File: src/rtl/div_seq.sv
// div_seq: multi-cycle radix-2 restoring divider for the EX-stage DIV/DIVU path.
//
// It accepts an operand pair when start_i is high in FREE. It then resolves one
// quotient bit per clock and presents {remainder, quotient} with ready_o. The
// result is held until EX drops start_i. annul_i cancels a division that is in
// flight. A zero divisor short-circuits to a zero result after a single cycle.
//
// Ports
//   clk           clock, rising edge
//   rst           asynchronous reset, active low
//   signed_div_i  1 = signed (DIV), 0 = unsigned (DIVU); sampled at accept
//   opdata1_i     dividend; sampled at accept
//   opdata2_i     divisor; sampled at accept
//   start_i       level request from EX, held until ready_o is seen
//   annul_i       cancel an in-flight division
//   result_o      {remainder, quotient}, registered, zero unless ready_o
//   ready_o       result valid, registered
//   busy_o        division in progress (BYZERO or ON), decoded from state
module div_seq #(
  parameter int DATA_W = 32
) (
  input  logic                  clk,
  input  logic                  rst,
  input  logic                  signed_div_i,
  input  logic [DATA_W-1:0]     opdata1_i,
  input  logic [DATA_W-1:0]     opdata2_i,
  input  logic                  start_i,
  input  logic                  annul_i,
  output logic [2*DATA_W-1:0]   result_o,
  output logic                  ready_o,
  output logic                  busy_o
);

  localparam int CNT_W = $clog2(DATA_W + 1);

  typedef enum logic [1:0] {
    FREE   = 2'd0,
    BYZERO = 2'd1,
    ON     = 2'd2,
    END    = 2'd3
  } state_e;

  state_e              state_q;
  logic [CNT_W-1:0]    cnt_q;
  logic [DATA_W-1:0]   rem_q;    // partial remainder
  logic [DATA_W-1:0]   dvd_q;    // dividend bits still to consume; quotient bits fill in from the LSB
  logic [DATA_W-1:0]   dvs_q;    // divisor magnitude
  logic                neg_quo_q;
  logic                neg_rem_q;
  logic [2*DATA_W-1:0] result_q;
  logic                ready_q;

  // Operand magnitudes at accept. The most negative value negates to itself.
  // Its bit pattern is then used as an unsigned magnitude, which is the
  // correct value.
  logic [DATA_W-1:0] abs1, abs2;
  logic              op1_neg, op2_neg;

  always_comb begin
    op1_neg = signed_div_i & opdata1_i[DATA_W-1];
    op2_neg = signed_div_i & opdata2_i[DATA_W-1];
    abs1    = op1_neg ? -opdata1_i : opdata1_i;
    abs2    = op2_neg ? -opdata2_i : opdata2_i;
  end

  // One restoring step. The shifted remainder is always below twice the
  // divisor, so a DATA_W+1 bit difference suffices. Its MSB is set exactly
  // when the trial subtraction goes negative.
  logic [DATA_W:0]   shifted, diff;
  logic              q_bit;
  logic [DATA_W-1:0] rem_d, dvd_d;

  always_comb begin
    shifted = {rem_q, dvd_q[DATA_W-1]};
    diff    = shifted - {1'b0, dvs_q};
    q_bit   = ~diff[DATA_W];
    rem_d   = q_bit ? diff[DATA_W-1:0] : shifted[DATA_W-1:0];
    dvd_d   = {dvd_q[DATA_W-2:0], q_bit};
  end

  // Sign correction on the final magnitudes. The results wrap at DATA_W bits.
  logic [DATA_W-1:0] quo_fix, rem_fix;

  always_comb begin
    quo_fix = neg_quo_q ? -dvd_q : dvd_q;
    rem_fix = neg_rem_q ? -rem_q : rem_q;
  end

  always_ff @(posedge clk or negedge rst) begin
    if (!rst) begin
      state_q   <= FREE;
      cnt_q     <= '0;
      rem_q     <= '0;
      dvd_q     <= '0;
      dvs_q     <= '0;
      neg_quo_q <= 1'b0;
      neg_rem_q <= 1'b0;
      result_q  <= '0;
      ready_q   <= 1'b0;
    end else begin
      case (state_q)
        FREE: begin
          result_q <= '0;
          ready_q  <= 1'b0;
          if (start_i && !annul_i) begin
            rem_q     <= '0;
            dvd_q     <= abs1;
            dvs_q     <= abs2;
            neg_quo_q <= op1_neg ^ op2_neg;
            neg_rem_q <= op1_neg;
            cnt_q     <= '0;
            state_q   <= (opdata2_i == '0) ? BYZERO : ON;
          end
        end

        BYZERO: begin
          if (annul_i) begin
            cnt_q    <= '0;
            result_q <= '0;
            ready_q  <= 1'b0;
            state_q  <= FREE;
          end else begin
            result_q <= '0;
            ready_q  <= 1'b1;
            state_q  <= END;
          end
        end

        ON: begin
          if (annul_i) begin
            cnt_q    <= '0;
            result_q <= '0;
            ready_q  <= 1'b0;
            state_q  <= FREE;
          end else if (cnt_q != CNT_W'(DATA_W)) begin
            rem_q <= rem_d;
            dvd_q <= dvd_d;
            cnt_q <= cnt_q + CNT_W'(1);
          end else begin
            result_q <= {rem_fix, quo_fix};
            ready_q  <= 1'b1;
            state_q  <= END;
          end
        end

        END: begin
          // EX acknowledges the result by dropping start_i. annul_i is
          // ignored here because the result is already committed.
          if (!start_i) begin
            result_q <= '0;
            ready_q  <= 1'b0;
            state_q  <= FREE;
          end
        end

        default: begin
          result_q <= '0;
          ready_q  <= 1'b0;
          state_q  <= FREE;
        end
      endcase
    end
  end

  assign result_o = result_q;
  assign ready_o  = ready_q;
  assign busy_o   = (state_q == ON) || (state_q == BYZERO);

endmodule

File: config.mk
export PLATFORM = sky130hd
export DESIGN_NAME = div_seq
export DESIGN_NICKNAME = d
export VERILOG_FILES = /design/src/rtl/div_seq.sv
export SDC_FILE = /design/constraint.sdc
export NUM_CORES = 1
export LEC_CHECK = 0
export BUFFER_PORTS_ARGS = -buffer_cell sky130_fd_sc_hd__buf_4
export CAP_MARGIN = 20
export CORE_AREA = 2 2 185 187
export CTS_CLUSTER_SIZE = 25
export DETAILED_ROUTE_END_ITERATION = 6
export DIE_AREA = 0 0 187 189
export SLEW_MARGIN = 20
export SYNTH_ARGS = -nofsm -noshare
export SYNTH_HDL_FRONTEND = slang
export SYNTH_SLANG_ARGS = --single-unit
File: constraint.sdc
create_clock -name clk -period 6.8 [get_ports clk]
set_input_delay 1.36 -clock clk [delete_from_list [all_inputs] [get_ports clk]]
set_output_delay 1.36 -clock clk [all_outputs]
set_load 0.05 [all_outputs]
==> flow_summary_export.csv <==
group,metric,value,unit
clock_network,clockBufferDepth,2,
timing,setup_tns,0,ns
route,vias,9800,
floorplanning,fp.dieW,187,µm
place,portBuffers,134,
floorplanning,ioPinCount,135,
timing,period_needed,3.70,ns
place,pre_cts_ws,2.67,ns
place,place.detailed.hpwl,23.4,mm
finish,num-fill-cells,3416,
run,maxCapViolCount,0,
finish,nets,1570,
setup_path,regToRegStartpoint,"dvd_q[31]",
synth,ys_top_cells_by_area,"dfrtp_1, nand2_1, o21ai_0",
timing,setup_viol,0,
synth,synth-seq-area-share,0.383,
floorplanning,die_area,35300,µm²
clock_network,cts_hold_buf,0,
finish,antenna_cells,0,
synth,synth_edf_count,0,
synth,yosysTopAreaCellShare,0.383,
floorplanning,start_util,0.336,
setup_path,crit_fanout,5,
setup_path,start_kind,"primary input",
setup_path,crit_type,"in2reg",
global_routing,groute.usage.overall,0.175,
synth,ys_seq_elements,171,
synth,synth.area.mux_share,0.0297,
route,dr.pass1.iters,5,
synth,synth_compound_area_frac,0.208,
pwr,p_leak,0.00580,µW
synth,synth_top_family_by_area,"compound AO/OA/AOI/OAI gates",
clock_network,clk_pin_slew_worst_paths,0.07,ns
pwr,worst_ir_drop_vdd,0.182,mV
clock_network,clock-root-buffer,"clkbuf_16",
route,wl,30.6,mm
global_routing,grt_max_degree,101,
clock_network,cts_tree,"yes",
setup_path,critical_path_required,7.12,ns
route,vias_per_cell,5.11,
route,drtIter0Drc,717,
place,dp_cells,1886,
clock_network,cts_sinks,171,
clock_network,post_cts_buffers,0,
clock_network,htree_levels,4,
global_routing,grt-ovfl-total,0,
place,gp_congestion,0.878,
synth,async_flop_share,1.00,
worst_hold_path,hp-start,"result_o[38]",
route,routedWlPerCell,15.9,µm
synth,synthFlopType,"dfrtp_1",
finish,layout-drive-gt1-share,0.127,
synth,synth_top_area_cell,"dfrtp_1",
clock_network,cts_made_buffers,17,
synth,yosys_warnings,0,
timing,clock_skew,0.0112,ns
route,ant_nets,0,
synth,ys_types,55,
timing,grt_setup_unrepaired,"false",
synth,synthXorXnorAreaFrac,0.111,
finish,area_growth,18.6,%
timing,hold_viol,0,
finish,final_cell_count_no_fill,1917,
timing,worst_pin_slew,1.08,ns
synth,synthCells,1354,
setup_path,worst_ep_arrival_time,4.02,ns
synth,synth_area,11200,µm²
route,drc,0,
synth,avgSynthCellArea,8.25,µm²
clock_network,insertion_delay,0.44,ns
setup_path,cp-startpoint,"opdata1_i[8]",
timing,fin_ws,3.10,ns
timing,fmax,271,MHz
floorplanning,rows,67,
synth,syn-num-nets,1467,
pwr,power_density,431,nW/µm²
floorplanning,die_h,189,µm
run_status,status,"finished clean",
synth,synthSimpleGateAreaFrac,0.182,
synth,synthAdderAreaFrac,0.0500,
floorplanning,core_area,33300,µm²
synth,yosys-top-cells-count,"nand2_1, dfrtp_1, o21ai_0",
timing,maxSlewHeadroom,0.283,
timing,fin_crit_sh,0.543,
synth,yosysMostFrequentCell,"nand2_1",
global_routing,antenna_found_initial,0,
clock_network,cts.repair.resized,0,
setup_path,endpoint_kind,"register",
worst_hold_path,hold_path.class,"reg2reg",
timing,finalMaxSlewViolations,0,
global_routing,grt_pass1_vias,9217,
global_routing,grt_first_pass_wirelength,50.1,mm
-- layout by cell type (no fill, tap or decap), types with 6 or more instances in the layout --
master     synthesis  final
a21oi_1          114    114
buf_4              0    141
nor2_1            83     81
o21ai_1           39     39
mux2i_1           32     32
a21o_1             6      6
o21ai_0          159    159
o41ai_1           12     12
or3_1             19     19
a31oi_1            6      6
nor3_1            24     24
nand3_1           17     16
nand2b_1          11     11
nor4_1            10     10
clkbuf_16          0     17
o21a_1             7      7
nand2_1          235    234
dfrtp_1          171    171
nor2b_1            8      8
and3_1             7      7
inv_1             49     49
xnor2_1           52     52
or4_1             11     11
ha_1              43     42
xor2_1            89     89
o31ai_1           33     33
-- final cells by class --
cell class | count | area, µm² | area share
tap | 448 | 561 | 0.0423
clock inverter | 13 | 191 | 0.0144
multi-input combinational | 1075 | 6510 | 0.491
clock buffer | 18 | 429 | 0.0324
sequential | 171 | 4280 | 0.323
timing repair buffer | 143 | 1100 | 0.0828
inverter | 49 | 184 | 0.0139
-- metal layers --
| layer | share of wire | wire length, µm | vias up | global-route usage |
|---|---|---|---|---|
| met2 | 0.43 | 13000 | 205 | 0.258 |
| met4 | 0.011 | 328 | 0 | 0.0446 |
| li1 | - | - | 4945 | - |
| met1 | 0.52 | 15900 | 4629 | 0.267 |
| met3 | 0.042 | 1280 | 21 | 0.0258 |
| met5 | 0 | 0 | - | 0 |
-- stage by stage --
stage	utilization	cell area, µm²	hold slack, ns	power [µW]
2_1_floorplan	-	11200	0.448	3840
3_3_place_gp	0.379	12600	0.462	4630
3_5_place_dp	0.379	12600	0.471	4690
4_1_cts	0.398	13200	0.484	5740
5_1_grt	0.398	13200	0.509	6160
6_report	0.398	13200	0.479	5710
-- critical path, stage by stage --
cell and delay [ns]:
buf_4 0.12, nor4_1 0.59, nand3b_1 0.19, nor4_1 0.71, a21oi_1 0.28, a21oi_1 0.24, o21ai_0 0.14, xor2_1 0.18
mux2i_1 0.13, a21oi_1 0.08
-- flip-flops by register name (all words and copies together) (netlist names) --
register   flops
ready_o        1
dvs_q         32
neg_rem_q      1
dvd_q         32
state_q        2
neg_quo_q      1
cnt_q          6
result_o      64
rem_q         32
-- worst paths after layout --
| path | to | slack, ns | cells after the start |
|---|---|---|---|
| worst max register to register | rem_q[20] | 3.11 | 13 |
| min in group asynchronous | dvd_q[12] | 1.00 | 1 |
| worst min-delay path | result_o[38] | 0.48 | 2 |
| worst max-delay path | dvd_q[28] | 3.10 | 10 |
| max in group asynchronous | result_o[8] | 4.22 | 2 |
| worst min register to register | result_o[38] | 0.48 | 2 |
-- cell families after synthesis --
group,after synthesis
AND/OR/NAND/NOR,450
AO/OA/AOI/OAI,407
flip-flops,171
XOR/XNOR,141
buffers and inverters,108
adder cells (fa/ha/maj),44
multiplexers,33
-- power breakdown --
| part | internal, µW | switching, µW | leakage [µW] |
|---|---|---|---|
| sequential | 1320 | 395 | 0.00227 |
| clock | 616 | 429 | 0.000293 |
| combinational | 1090 | 1860 | 0.00324 |
Power figures use the tool's default switching activity.
